$ cat src/rtl/pwm_pkg.sv
// rtl/pwm_pkg.sv - shared defaults and FSM state encoding for the PWM measurement monitor
// Contents: default counter width, synchronizer depth, timeout length, and the
// measurement FSM state type used by pwm_meas.
package pwm_pkg;

    localparam int CNT_W_DEF       = 32;
    localparam int SYNC_STAGES_DEF = 2;
    localparam int TIMEOUT_DEF     = 2**20;

    typedef enum logic [1:0] {
        ST_IDLE = 2'd0,
        ST_ARM  = 2'd1,
        ST_MEAS = 2'd2
    } state_t;

endpackage

$ cat src/rtl/sync_rise_det.sv
// rtl/sync_rise_det.sv - multi-flop synchronizer with rising-edge detect
// Ports:
//   clk    in   system clock
//   rstn   in   synchronous active-low reset
//   din    in   asynchronous input
//   pwm_s  out  synchronized level
//   rise   out  one-cycle pulse on a 0->1 transition of pwm_s
module sync_rise_det #(
    parameter int STAGES = 2
) (
    input  logic clk,
    input  logic rstn,
    input  logic din,
    output logic pwm_s,
    output logic rise
);

    logic [STAGES-1:0] sync;
    logic              pwm_s_d;

    always_ff @(posedge clk) begin
        if (!rstn) begin
            sync    <= '0;
            pwm_s_d <= 1'b0;
        end else begin
            sync    <= {sync[STAGES-2:0], din};
            pwm_s_d <= sync[STAGES-1];
        end
    end

    assign pwm_s = sync[STAGES-1];
    assign rise  = pwm_s & ~pwm_s_d;

endmodule

$ cat src/rtl/pwm_meas.sv
// rtl/pwm_meas.sv - PWM period/high-time monitor with stuck-output timeout
// Ports:
//   clk_axi      in   system clock
//   rstn_axi     in   synchronous active-low reset
//   enable       in   measurement enable (level)
//   clear        in   one-cycle pulse: zero results, count and sticky flags
//   pwm_in       in   asynchronous PWM waveform under test
//   period_cnt   out  last measured period (cycles, rise to rise)
//   high_cnt     out  last measured high time (cycles)
//   meas_valid   out  one-cycle pulse when period_cnt/high_cnt update
//   meas_count   out  completed measurement count, wraps
//   timeout      out  sticky: no rising edge for TIMEOUT_CYC cycles
//   stuck_level  out  synchronized pwm level captured at the last timeout
module pwm_meas
    import pwm_pkg::*;
#(
    parameter int CNT_W       = CNT_W_DEF,
    parameter int SYNC_STAGES = SYNC_STAGES_DEF,
    parameter int TIMEOUT_CYC = TIMEOUT_DEF
) (
    input  logic             clk_axi,
    input  logic             rstn_axi,
    input  logic             enable,
    input  logic             clear,
    input  logic             pwm_in,
    output logic [CNT_W-1:0] period_cnt,
    output logic [CNT_W-1:0] high_cnt,
    output logic             meas_valid,
    output logic [15:0]      meas_count,
    output logic             timeout,
    output logic             stuck_level
);

    localparam logic [CNT_W-1:0] TIMEOUT_V = CNT_W'(TIMEOUT_CYC);
    localparam logic [CNT_W-1:0] ONE       = CNT_W'(1);

    logic             pwm_s;
    logic             rise;
    state_t           state;
    logic [CNT_W-1:0] cnt;
    logic [CNT_W-1:0] hi;

    sync_rise_det #(
        .STAGES (SYNC_STAGES)
    ) u_sync (
        .clk   (clk_axi),
        .rstn  (rstn_axi),
        .din   (pwm_in),
        .pwm_s (pwm_s),
        .rise  (rise)
    );

    always_ff @(posedge clk_axi) begin
        if (!rstn_axi) begin
            state       <= ST_IDLE;
            cnt         <= '0;
            hi          <= '0;
            period_cnt  <= '0;
            high_cnt    <= '0;
            meas_valid  <= 1'b0;
            meas_count  <= '0;
            timeout     <= 1'b0;
            stuck_level <= 1'b0;
        end else begin
            meas_valid <= 1'b0;
            if (clear) begin
                // Clear beats a coincident rise: that edge is dropped and the
                // FSM re-arms, so the next full period starts from scratch.
                period_cnt  <= '0;
                high_cnt    <= '0;
                meas_count  <= '0;
                timeout     <= 1'b0;
                stuck_level <= 1'b0;
                cnt         <= '0;
                hi          <= '0;
                state       <= enable ? ST_ARM : ST_IDLE;
            end else if (!enable) begin
                // Abandon any partial period; results and flags are kept.
                state <= ST_IDLE;
                cnt   <= '0;
                hi    <= '0;
            end else begin
                case (state)
                    ST_IDLE: state <= ST_ARM;
                    ST_ARM: begin
                        if (rise) begin
                            cnt   <= ONE;
                            hi    <= ONE;
                            state <= ST_MEAS;
                        end
                    end
                    ST_MEAS: begin
                        if (rise) begin
                            period_cnt <= cnt;
                            high_cnt   <= hi;
                            meas_valid <= 1'b1;
                            meas_count <= meas_count + 16'd1;
                            cnt        <= ONE;
                            hi         <= ONE;
                        end else if (cnt == TIMEOUT_V) begin
                            timeout     <= 1'b1;
                            stuck_level <= pwm_s;
                            cnt         <= '0;
                            hi          <= '0;
                            state       <= ST_ARM;
                        end else begin
                            cnt <= cnt + ONE;
                            hi  <= hi + {{(CNT_W-1){1'b0}}, pwm_s};
                        end
                    end
                    default: state <= ST_IDLE;
                endcase
            end
        end
    end

endmodule

$ cat config.mk
export PLATFORM = sky130hd
export DESIGN_NAME = pwm_meas
export DESIGN_NICKNAME = d
export VERILOG_FILES = /design/src/rtl/pwm_pkg.sv /design/src/rtl/sync_rise_det.sv /design/src/rtl/pwm_meas.sv
export SDC_FILE = /design/constraint.sdc
export NUM_CORES = 1
export LEC_CHECK = 0
export BUFFER_PORTS_ARGS = -buffer_cell sky130_fd_sc_hd__buf_2
export CAP_MARGIN = 20
export CORE_ASPECT_RATIO = 0.9
export CORE_MARGIN = 2
export CORE_UTILIZATION = 45
export CTS_CLUSTER_SIZE = 20
export DETAILED_ROUTE_END_ITERATION = 6
export GPL_TIMING_DRIVEN = 0
export PLACE_DENSITY = 0.65
export SYNTH_ARGS = -nofsm -noshare
export SYNTH_HDL_FRONTEND = slang
export SYNTH_SLANG_ARGS = --single-unit
$ cat constraint.sdc
create_clock -name clk_axi -period 2.7 [get_ports clk_axi]
set_input_delay 0.27 -clock clk_axi [delete_from_list [all_inputs] [get_ports clk_axi]]
set_output_delay 0.27 -clock clk_axi [all_outputs]
set_load 0.1 [all_outputs]
==> results.md <==
- Outcome: finished clean
- Final Hold Fails: 0
- Die width: 129.0 um
- Synth Instances: 761
- #FFs+latches synth: 152
- Overflow left after global routing: 0
- First-pass GRT wire length: 24.23 mm
- Max cap viols: 0
- Avg WL per Cell: 13.54 um
- Total track usage: 20.57%
- Worst-path fanout max: 10
- Delay-heaviest family, CP: compound AO/OA/AOI/OAI gates
- IO buf count: 86
- Finished Layout Cells: 1070
- Total CTS buffers: 17
- Ys flop type: dfxtp_1
- Share of cells above drive strength 1: 16.31%
- Vias in the first global route: 4912
- WP buf/inv: 1
- Clock-pin slew on the worst setup and hold paths: 0.05 ns
- Initial drt markers: 351
- Cell variety after synth: 53
- Die area: 0.01502 mm^2
- Clock skew: 0.007708 ns
- Leading cell type in the layout, fill and taps excluded: nand2_1
- Post-route DRC: 0
- Setup bufs post-CTS: 0
- Rel. slew slack: 37.34%
- Final net count: 876
- Final setup TNS: 0 ns
- Leading cell types in the layout, fill and taps excluded: 163 x nand2_1, 152 x dfxtp_1, 97 x buf_2
- Area growth from synthesis to layout: 19.01%
- Pwr Density: 589.6 mW/mm^2
- Hold buffer count at CTS: 0
- Slowest stage delay, CP: 0.74 ns
- RD Place Congestion: 0.7945
- Lkg Pwr: 2.659 nW
- DRT antenna net count: 0
- Hpwl dp: 10.36 mm
- Ys async rst share: 0%
- Drt total wl: 14.49 mm
- CTS max path bufs: 2
- CTS tree: done
- Initial antenna violation count: 0
- WP data required: 3.01 ns
- Min-Delay Path Class: input port to register
- IO Pins: 88
- CTS Sinks: 152
- Post-CTS sizing: 0
- Min Tclk post-route: 2.308 ns
- Tightest Pin Transition: 0.9312 ns
- Crit path max-delay cell type: a21boi_0
- Max-slew violation count: 0
- H-Tree Depth: 4
- Fill cells: 1362
- Synthesized area: 0.006325 mm^2
- Critical path cell sequence: nand4bb_1, a21boi_0, buf_2, nand4_1, xor2_1, nor2_1
- Ant diodes: 0
- Pre-antenna DRT Iters: 5
- Post-synth EDFFs: 0
- Site Rows: 41
- Arrival time at the worst endpoint: 2.62 ns
- Final Setup Violations: 0
- CP Launch Type: register
- Mean Syn Cell Area: 8.311 um^2
- CTS Root Cell: clkbuf_16
- VDD IR max: 422.5 uV
- Via-to-Cell Ratio: 5.093
- Post-Place Cells: 1040
- Period utilization: 85.49%
- F_max: 0.4332 GHz
- WS Path Type: register to register
- Post-Syn Nets: 771
- Initial core utilization: 45.50%
- CP Capture Type: register
- Clock Latency Late Sink: 0.43 ns
- Via count: 5450
- Warnings, synthesis: 0
- DIE HEIGHT: 116.5 um
- Pin count of the biggest net entering global routing: 17
- Core area: 0.01390 mm^2
- Sequential-to-total area share from yosys stat: 48.11%
- RSZ-0062 raised after global routing: false
[metrics by stage]
step | setup WS, ns | instance area, um^2 | utilization, % | power, mW | hold slack [ns]
detailed placement | 0.3103 | 6997 | 50.33 | 2.355 | 0.4268
global placement | 0.3612 | 6997 | 50.33 | 2.356 | 0.4256
finish | 0.3917 | 7527 | 54.14 | 4.438 | 0.08608
global route | 0.1168 | 7527 | 54.14 | 4.594 | 0.1027
floorplan | 0.4847 | 6325 | - | 2.334 | 0.3917
CTS | 0.2892 | 7525 | 54.13 | 4.487 | 0.06708
[final timing paths]
check                                                 end  cells past startpoint  slack [ns]                 startpoint
worst max-delay path                  hi[10]$_SDFFE_PP0P_                      6        0.39  u_sync.sync[1]$_SDFF_PN0_
worst min-delay path            u_sync.sync[0]$_SDFF_PN0_                      2        0.09                     pwm_in
worst max register to register        hi[10]$_SDFFE_PP0P_                      6        0.39  u_sync.sync[1]$_SDFF_PN0_
worst min register to register  u_sync.sync[1]$_SDFF_PN0_                      1        0.44  u_sync.sync[0]$_SDFF_PN0_
[final cells by class]
class	instances	area (um^2)	share of cell area, %
multi-input combinational	553	3047	40.48
sequential	152	3043	40.43
clock buffer	27	513.0	6.815
timing repair buffer	86	430.4	5.718
tap	193	241.5	3.208
buffer	44	192.7	2.560
inverter	12	45.04	0.5984
clock inverter	3	15.01	0.1995
[logic make-up after synthesis]
logic type	after synthesis	synth area share [%]
buffers and inverters	56	3.719
AO/OA/AOI/OAI	105	9.258
adder cells (fa/ha/maj)	5	0.9891
flip-flops	152	48.11
XOR/XNOR	66	9.139
AND/OR/NAND/NOR	377	28.78
[registers in the layout (all words and copies together), names as in the netlist]
register / flops
period_cnt: 32
state: 2
meas_valid: 1
hi: 32
timeout: 1
stuck_level: 1
u_sync.sync: 2
u_sync.pwm_s_d: 1
meas_count: 16
cnt: 32
high_cnt: 32
[layer usage]
layer / track usage (%) / part of all wire [%] / up-vias
li1: - / - / 2783
met1: 30.24 / 52 / 2525
met2: 28.75 / 41 / 123
met3: 5.222 / 5.0 / 19
met4: 8.188 / 1.7 / 0
met5: 0 / 0 / -
[synth_stat cells, types with 2 or more instances]
| cell type | n | area (um^2) |
|---|---|---|
| nand2_1 | 163 | 611.8 |
| dfxtp_1 | 152 | 3043 |
| nor2_1 | 79 | 296.5 |
| a21oi_1 | 77 | 385.4 |
| xnor2_1 | 37 | 324.1 |
| xor2_1 | 29 | 254.0 |
| clkbuf_1 | 25 | 93.84 |
| nand4_1 | 25 | 156.4 |
| nand3_1 | 18 | 90.09 |
| nor4_1 | 15 | 93.84 |
| inv_1 | 12 | 45.04 |
| o21ai_0 | 12 | 60.06 |
| or3_1 | 12 | 75.07 |
| buf_2 | 11 | 55.05 |
| nor3_1 | 11 | 55.05 |
| and3_1 | 10 | 62.56 |
| and2_1 | 8 | 50.05 |
| and4_1 | 6 | 52.55 |
| buf_1 | 6 | 22.52 |
| nor3_2 | 6 | 60.06 |
| ha_1 | 5 | 62.56 |
| nor2b_1 | 4 | 25.02 |
| a211oi_1 | 2 | 15.01 |
| a21boi_0 | 2 | 15.01 |
| nand2b_1 | 2 | 12.51 |
| nand4_2 | 2 | 25.02 |
| nor2_2 | 2 | 12.51 |
| nor4b_1 | 2 | 17.52 |
| or4_1 | 2 | 15.01 |
[power breakdown]
group / leakage [nW] / switching, mW / internal, mW
sequential: 1.22 / 0.00324 / 2.25
clock: 0.263 / 0.850 / 1.28
combinational: 1.17 / 0.0442 / 0.0126
Power figures use the tool's default switching activity.
